File: config.mk
export PLATFORM = sky130hd
export DESIGN_NAME = pio_cfg_loader
export DESIGN_NICKNAME = d
export VERILOG_FILES = /design/src/rtl/pio_cfg_loader.sv
export SDC_FILE = /design/constraint.sdc
export NUM_CORES = 2
export LEC_CHECK = 0
export CORE_ASPECT_RATIO = 1.2
export CORE_UTILIZATION = 65
export DETAILED_ROUTE_END_ITERATION = 10
export GPL_TIMING_DRIVEN = 0
export PLACE_DENSITY = 0.93
export SYNTH_ARGS = -nofsm -noshare
export SYNTH_HDL_FRONTEND = slang
export SYNTH_SLANG_ARGS = --single-unit
export TNS_END_PERCENT = 10
File: constraint.sdc
create_clock -name clk -period 18.3 [get_ports clk]
set_clock_uncertainty 0.1 [all_clocks]
set_input_delay 5.49 -clock clk [delete_from_list [all_inputs] [get_ports clk]]
set_output_delay 5.49 -clock clk [all_outputs]
set_load 0.05 [all_outputs]
File: src/rtl/pio_cfg_loader.sv
// pio_cfg_loader: replays preloaded program words and per-machine settings onto the pio action bus
module pio_cfg_loader #(
  parameter int NUM_SM = 4,
  parameter int PROG_DEPTH = 32
) (
  input  logic        clk,
  input  logic        reset,
  input  logic        cfg_we,
  input  logic [6:0]  cfg_addr,
  input  logic [31:0] cfg_wdata,
  input  logic        start,
  output logic        busy,
  output logic        done,
  output logic [3:0]  action,
  output logic [4:0]  index,
  output logic [1:0]  mindex,
  output logic [31:0] din
);
  localparam int AW = PROG_DEPTH > 1 ? $clog2(PROG_DEPTH) : 1;
  localparam logic [3:0] A_NONE = 4'd0, A_INSTR = 4'd1, A_PEND = 4'd2, A_GRPS = 4'd5, A_EN = 4'd6, A_DIV = 4'd7;
  typedef enum logic [2:0] {IDLE, INSTR, CFG, ENA, FIN} state_t;
  state_t state_q, state_d;
  logic [5:0] cnt_q, cnt_d, plen_q, plen_d, plen_eff, nxt_i;
  logic [1:0] m_q, m_d, ph_q, ph_d, wm;
  logic [NUM_SM-1:0] en_mask_q, en_mask_d;
  logic [4:0] pend_q [4], pend_d [4];
  logic [23:0] div_q [4], div_d [4];
  logic [31:0] grps_q [4], grps_d [4];
  logic [15:0] prog_q [PROG_DEPTH], prog_d [PROG_DEPTH];
  logic busy_q, busy_d, done_q, done_d, wr, try_i, try_c, try_e;
  logic [3:0] action_q, action_d;
  logic [4:0] index_q, index_d;
  logic [1:0] mindex_q, mindex_d;
  logic [31:0] din_q, din_d;
  logic [2:0] c_from, e_from, c_hit, e_hit;
  // lowest enabled machine at or above 'from'; 4 means none
  function automatic logic [2:0] first_en(input logic [3:0] msk, input logic [2:0] from);
    first_en = 3'd4;
    for (int k = 3; k >= 0; k--) if (msk[k] && 3'(k) >= from) first_en = 3'(k);
  endfunction
  always_comb begin
    wr = cfg_we && !busy_q;
    wm = cfg_addr[3:2];
    prog_d = prog_q;
    plen_d = plen_q;
    en_mask_d = en_mask_q;
    pend_d = pend_q;
    div_d = div_q;
    grps_d = grps_q;
    if (wr && int'(cfg_addr) < PROG_DEPTH) prog_d[cfg_addr[AW-1:0]] = cfg_wdata[15:0];
    if (wr && cfg_addr == 7'h20) plen_d = cfg_wdata[5:0];
    if (wr && cfg_addr == 7'h21) en_mask_d = cfg_wdata[NUM_SM-1:0];
    if (wr && cfg_addr[6:4] == 3'b100 && int'(wm) < NUM_SM) begin
      if (cfg_addr[1:0] == 2'd0) pend_d[wm] = cfg_wdata[4:0];
      if (cfg_addr[1:0] == 2'd1) div_d[wm] = cfg_wdata[23:0];
      if (cfg_addr[1:0] == 2'd2) grps_d[wm] = cfg_wdata;
    end
    plen_eff = int'(plen_d) > PROG_DEPTH ? 6'(PROG_DEPTH) : plen_d;
  end
  // same-cycle writes are visible through the _d values, so start sees fresh config
  always_comb begin
    state_d = state_q;
    cnt_d = cnt_q;
    m_d = m_q;
    ph_d = ph_q;
    nxt_i = cnt_q + 6'd1;
    try_i = 1'b0;
    try_c = 1'b0;
    try_e = 1'b0;
    c_from = 3'd0;
    e_from = 3'd0;
    case (state_q)
      IDLE: begin
        try_i = start;
        nxt_i = 6'd0;
      end
      INSTR: try_i = 1'b1;
      CFG: begin
        if (ph_q != 2'd2) ph_d = ph_q + 2'd1;
        else begin
          try_c = 1'b1;
          c_from = {1'b0, m_q} + 3'd1;
        end
      end
      ENA: begin
        try_e = 1'b1;
        e_from = {1'b0, m_q} + 3'd1;
      end
      default: state_d = IDLE;
    endcase
    if (try_i && nxt_i >= plen_eff) begin
      try_i = 1'b0;
      try_c = 1'b1;
    end
    c_hit = first_en(4'(en_mask_d), c_from);
    if (try_c && c_hit[2]) begin
      try_c = 1'b0;
      try_e = 1'b1;
    end
    e_hit = first_en(4'(en_mask_d), e_from);
    if (try_i) begin
      state_d = INSTR;
      cnt_d = nxt_i;
    end
    if (try_c) begin
      state_d = CFG;
      m_d = c_hit[1:0];
      ph_d = 2'd0;
    end
    if (try_e) begin
      state_d = e_hit[2] ? FIN : ENA;
      m_d = e_hit[1:0];
    end
  end
  always_comb begin
    action_d = A_NONE;
    index_d = 5'd0;
    mindex_d = 2'd0;
    din_d = 32'd0;
    done_d = state_d == FIN;
    busy_d = state_d == INSTR || state_d == CFG || state_d == ENA;
    if (state_d == INSTR) begin
      action_d = A_INSTR;
      index_d = cnt_d[4:0];
      din_d = {16'd0, prog_d[cnt_d[AW-1:0]]};
    end
    if (state_d == CFG) begin
      mindex_d = m_d;
      action_d = ph_d == 2'd0 ? A_PEND : ph_d == 2'd1 ? A_DIV : A_GRPS;
      din_d = ph_d == 2'd0 ? {27'd0, pend_d[m_d]} : ph_d == 2'd1 ? {8'd0, div_d[m_d]} : grps_d[m_d];
    end
    if (state_d == ENA) begin
      mindex_d = m_d;
      action_d = A_EN;
      din_d = 32'd1;
    end
  end
  always_ff @(posedge clk) prog_q <= prog_d;
  always_ff @(posedge clk) begin
    if (!reset) begin
      state_q <= IDLE;
      cnt_q <= '0;
      m_q <= '0;
      ph_q <= '0;
      plen_q <= '0;
      en_mask_q <= '0;
      pend_q <= '{default: '0};
      div_q <= '{default: '0};
      grps_q <= '{default: '0};
      busy_q <= 1'b0;
      done_q <= 1'b0;
      action_q <= A_NONE;
      index_q <= '0;
      mindex_q <= '0;
      din_q <= '0;
    end else begin
      state_q <= state_d;
      cnt_q <= cnt_d;
      m_q <= m_d;
      ph_q <= ph_d;
      plen_q <= plen_d;
      en_mask_q <= en_mask_d;
      pend_q <= pend_d;
      div_q <= div_d;
      grps_q <= grps_d;
      busy_q <= busy_d;
      done_q <= done_d;
      action_q <= action_d;
      index_q <= index_d;
      mindex_q <= mindex_d;
      din_q <= din_d;
    end
  end
  assign busy = busy_q;
  assign done = done_q;
  assign action = action_q;
  assign index = index_q;
  assign mindex = mindex_q;
  assign din = din_q;
endmodule

# [After elaboration in Yosys (flattened, before gate mapping)]
# Index checks and enable logic that the tools add are counted.
[totals] mem_bits_rw=0 out_inout_bits=45 mem_bits_ro=0 latchBits=0 input_bits=43 word_cells=201 mem_count=0 regBits=824
[classes] n_bitwise=5 n_mux=77 n_eq_ne=14 addsub=3 n_reduce_logical=26 shifts=0 order_cmp=17 div=0 mul=0
[op_table] operator="512-bit bitwise mux" count=1
[op_table] operator="512-bit 2-to-1 mux" count=1
[op_table] operator="128-bit 2-to-1 mux" count=2
[op_table] operator="32-bit 2-to-1 mux" count=6
[op_table] operator="96-bit 2-to-1 mux" count=2
[op_table] operator="128-bit bitwise mux" count=1
[op_table] operator="96-bit bitwise mux" count=1
[op_table] operator="16-bit binary-select mux with 5-bit select" count=1
[op_table] operator="16-bit demux with 5-bit select" count=1
[op_table] operator="24-bit 2-to-1 mux" count=3
[op_table] operator="32-bit binary-select mux with 2-bit select" count=1
[op_table] operator="32-bit demux with 2-bit select" count=1
[op_table] operator="16-bit 2-to-1 mux" count=4
[op_table] operator="3-bit 2-to-1 mux" count=19
[op_table] operator="24-bit binary-select mux with 2-bit select" count=1
[op_table] operator="24-bit demux with 2-bit select" count=1
[op_table] operator="20-bit 2-to-1 mux" count=2
[op_table] operator="20-bit bitwise mux" count=1
[op_table] operator="5-bit 2-to-1 mux" count=4
[op_table] operator="6-bit 2-to-1 mux" count=3
[op_table] operator="1-bit logical AND" count=17
[op_table] operator="2-bit 2-to-1 mux" count=8
[op_table] operator="7-bit by 6-bit equality test with 1-bit output, second input constant" count=2
[op_table] operator="3-bit by 2-bit equality test with 1-bit output, second input constant" count=4
[op_table] operator="other kinds (32)" count=55

# [Logic depth before layout (Yosys ltp)]
[logic_depth] ltp_word=21 depth_mapped=23 mapped_depth_nobuf=17

# [Worst setup path before layout]
# No wires, ideal clock.
[synth_path] path_kind="input-to-reg" startpoint="input cfg_wdata[0]" endpoint="register din_q[10], in the netlist din[10]" arrival_ns=9.416 path_buffers=7 setup_ns=0.119 path_stages=22 setup_slack_ns=8.664 t_required_ns=18.081 cell_sequence="clkbuf_1 > inv_1 > clkbuf_1 > clkbuf_1 > nor2_1 > a21oi_1 > nor2b_1 > ha_1 > nand2b_1 > a31oi_1 > o211ai_1 > clkbuf_1 > mux2i_1 > buf_2 > buf_2 > buf_1 > nor3_1 > nor3_1 > nor3_1 > nor3_1 > nor3_1 > o21bai_1"
[synth_via] elab_chain_cells=17 word_cells_on_any_way=44 classes_between="2 x order compare; 4 x eq/ne; 30 x mux; 2 x bitwise; 6 x reduce/logical"
[synth_rtl] item="from (decl)" line_no="10" text="input logic [31:0] cfg_wdata,"
[synth_rtl] item="6-bit 2-to-1 mux" line_no="51" text="if (wr && cfg_addr == 7'h20) plen_d = cfg_wdata[5:0];"
[synth_rtl] item="6-bit > comparator" line_no="58" text="plen_eff = int'(plen_d) > PROG_DEPTH ? 6'(PROG_DEPTH) : plen_d;"
[synth_rtl] item="6-bit 2-to-1 mux" line_no="58"
[synth_rtl] item="6-bit >= comparator" line_no="91" text="if (try_i && nxt_i >= plen_eff) begin"
[synth_rtl] item="1-bit logical AND" line_no="91"
[synth_rtl] item="1-bit 2-to-1 mux" line_no="91"
[synth_rtl] item="1-bit logical AND" line_no="96" text="if (try_c && c_hit[2]) begin"
[synth_rtl] item="1-bit 2-to-1 mux" line_no="96"
[synth_rtl] item="2-bit 2-to-1 mux" line_no="105" text="if (try_c) begin"
[synth_rtl] item="2-bit 2-to-1 mux" line_no="110" text="if (try_e) begin"
[synth_rtl] item="2-bit NOT with 3-bit output (not written as such)" line_no="130" text="din_d = ph_d == 2'd0 ? {27'd0, pend_d[m_d]} : ph_d == 2'd1 ? {8'd0, div_d[m_d]} : grps_d[m_d];"
[synth_rtl] item="32-bit binary-select mux with 2-bit select or 24-bit binary-select mux with 2-bit select (tied branches)" line_no="130"
[synth_rtl] item="32-bit 2-to-1 mux (not written as such) or 24-bit 2-to-1 mux (tied branches) (2 in a row)" line_no="130"
[synth_rtl] item="32-bit 2-to-1 mux (2 in a row)" line_no="130"
[synth_rtl] item="32-bit 2-to-1 mux" line_no="127" text="if (state_d == CFG) begin"
[synth_rtl] item="to (signal assigned)" line_no="171" text="din_q <= din_d;"
[synth_rtl] item="to (decl)" line_no="34" text="logic [31:0] din_q, din_d;"
# Several ways; a longest one is shown, not always the timed one. The select of a mux whose other input is x is not followed.
# A chain may end at the register's enable or synchronous reset.

# [Final worst setup path]
[layout_path] startpoint="input cfg_wdata[1]" endpoint="register din_q[12], in the netlist din[12]"
# Same word-level chain as after synthesis.

==> qor.csv <==
metric;value;unit
final_common_cell;dfxtp_1;
p_sw_share;25.5;%
initial_core_util;65.7;%
wire_per_inst;26.3;um
cts_sinks;823;
final_cell_mix;dfxtp_1 (823), nor2_1 (628), nand2_1 (608);
worstMarginPinSlew;1.49;ns
async_flop_share;0;%
p_comb_share;10.1;%
crit_buf_inv;7;
fp.dieArea;57400;um2
crit_type;primary input to register;
io_buffer_count;84;
syn_area;36700;um2
num_rows;95;
cts.clk_slew.worst_paths;0.07;ns
fin_crit;12.75;ns
insertion_delay;0.68;ns
post-cts-setup-buffers;0;
gp_congestion;1.07;
cap_viol_max_count;1;
synth-seq-cells;823;
drt-initial-drc-count;4814;
via_per_inst;6.73;
dp_hpwl;91600;um
hold_class;register to register;
drive_above_1_share;15.8;%
cts-htree-levels;3;
grt_max_degree;16;
cts_root_buf;clkbuf_16;
powerDensity;98.5;nW/um2
start_kind;primary input;
setup.worst_path.end_class;register;
syn-mean-instance-area;8.74;um2
grt_pass1_wl;199000;um
ctsHoldBuffers;0;
routed_wl;135000;um
yosys.area.top_type;dfxtp_1;
fin_tns_setup;0;ns
layout_setup_ws;5.55;ns
period_share;69.7;%
finalNetCount;4419;
synth_area_leaders;dfxtp_1 (45%), mux2_2 (14%), nor2_1 (6.4%);
p_leak;15.7;nW
ys.flop_type;dfxtp_1;
num_vias;34700;
timing.final.max_slew_violations;1;
fin_cells;5155;
place_ws;5.65;ns
track_usage;45.8;%
antenna_found_initial;7;
violations;capacitance limit, slew limit;
hold_violations;0;
p_int;0.00302;W
peakVddDrop;99.8;uV
cp_top_family;buffers and inverters;
cp.required;18.77;ns
die_w;219;um
synth_cells;4200;
rsz0062_at_grt;false;
switchingPower;0.00104;W
io_pins;88;
finalSetupViolations;0;
synth.distinct_cells;85;
area_growth;12.2;%
drtPass1Iterations;8;
core-area;55900;um2
numCtsBuffers;80;
grt_pass1_vias;34100;
post-synth-top-area-fraction;44.9;%
synth-edff-count;0;
cpMostUsedCell;nor3_1;
cts_resized;0;
crit_fanout;10;
fill_cells;3840;
pwr-share-seq;47.2;%
yosys_warnings;0;
cpPeakStageDelay;0.81;ns
p_clk_share;42.7;%
fmax;0.0785;GHz
yosysSeqAreaShare;44.9;%
status;complete, but fails checks;
die_h;262;um
crit_slowest_cell;mux2i_1;
synth_fp_nets;4253;
ant_nets;0;
cp_cell_sequence;clkdlybuf4s50_1, clkbuf_1, clkbuf_1, clkbuf_1, mux2i_1, nand2b_1, ha_1, a31oi_1, o211ai_1, mux2i_1, buf_2, buf_2, buf_1, nor2_1, nor3_1, nor3_1, nor3_1, nor3_1, nor3_1, o21bai_1;
gr-total-overflow;0;
drc_errors;0;
cts_tree;yes;
arrival;13.21;ns
cts.path.max_buffers;3;
slew-limit-headroom;-0.142;%
dp.cells;5011;
==> layer usage <==
| metal | global-route usage, % | wire, um | vias to the layer above |
|---|---|---|---|
| li1 | - | - | 14800 |
| met1 | 49.2 | 44500 | 16000 |
| met2 | 70.8 | 60400 | 2819 |
| met3 | 15.0 | 16300 | 1048 |
| met5 | 0.940 | 164 | - |
| met4 | 42.4 | 14000 | 14 |
==> power groups by stage <==
stage / clock network, W / registers (W) / logic, W
6_report: 0.00173 / 0.00192 / 0.000408
5_1_grt: 0.00179 / 0.00192 / 0.000426
4_1_cts: 0.00171 / 0.00192 / 0.000389
3_5_place_dp: 0 / 0.00195 / 0.000381
3_3_place_gp: 0 / 0.00195 / 0.000369
2_1_floorplan: 0 / 0.00195 / 0.000262
==> through the flow <==
stage	instance area, um2	hold WS [ns]	utilization (%)	total power (W)
2_1_floorplan	36700	0.316	-	0.00221
3_3_place_gp	38500	0.326	68.8	0.00232
3_5_place_dp	38500	0.332	68.9	0.00233
4_1_cts	41200	0.348	73.7	0.00401
5_1_grt	41200	0.366	73.7	0.00413
6_report	41200	0.358	73.7	0.00406
==> path summary, 6_finish.rpt <==
path                startpoint          end  slack [ns]  cells after the start
setup / recovery  cfg_wdata[1]      din[12]        5.55                     20
hold reg to reg    prog_q[285]  prog_q[285]        0.36                      2
setup reg to reg      cnt_q[0]      din[12]       10.45                     22
hold / removal     prog_q[285]  prog_q[285]        0.36                      2
==> layout make-up <==
cell class | count | area, um2 | area share [%]
multi-input combinational | 3012 | 18800 | 45.6
sequential | 823 | 16500 | 40.0
clock buffer | 107 | 2260 | 5.50
buffer | 351 | 1410 | 3.43
tap | 727 | 910 | 2.21
timing repair buffer | 84 | 841 | 2.04
clock inverter | 32 | 444 | 1.08
inverter | 14 | 52.6 | 0.128
antenna | 5 | 12.5 | 0.0304
==> synthesized netlist by cell type, types with 13 or more instances <==
master	n
nor2_1	628
a22o_1	16
nand3_1	29
o211ai_1	13
inv_1	14
o311ai_0	14
a211oi_1	29
a31oi_1	22
a22oi_1	28
nand2b_1	18
o22ai_1	32
nor3_1	354
buf_1	54
or3_1	37
mux2_2	471
dfxtp_1	823
a21oi_1	87
buf_2	53
a21boi_0	227
o21ai_0	75
and2_1	13
nor2b_1	38
o21ai_1	14
mux2i_1	72
nand2_1	608
clkbuf_1	236
==> cells by family (layout without fill, tap and decap cells) <==
logic type / count (synthesis) / after routing / share of synthesized area [%]
AND/OR/NAND/NOR: 1780 / 1780 / 21.0
flip-flops: 823 / 823 / 44.9
AO/OA/AOI/OAI: 664 / 664 / 12.8
multiplexers: 551 / 551 / 16.9
buffers and inverters: 365 / 588 / 3.99
adder cells (fa/ha/maj): 10 / 10 / 0.341
XOR/XNOR: 6 / 6 / 0.143
other: 1 / 6 / 0.0102
==> tightest hold or removal path, stage by stage (launching register included) <==
cell	delay (ns)
dfxtp_1	0.30
nand2_1	0.05
nand2_1	0.06
==> flip-flops by register name, indices dropped and copies added (netlist names) <==
register,count
m_q,2
pend_q,20
busy,1
done,1
en_mask_q,4
div_q,96
ph_q,2
din,32
state_q,3
cnt_q,6
prog_q,512
index,5
grps_q,128
mindex,2
action,3
plen_q,6
No activity file was read; power rests on OpenSTA's default activity.
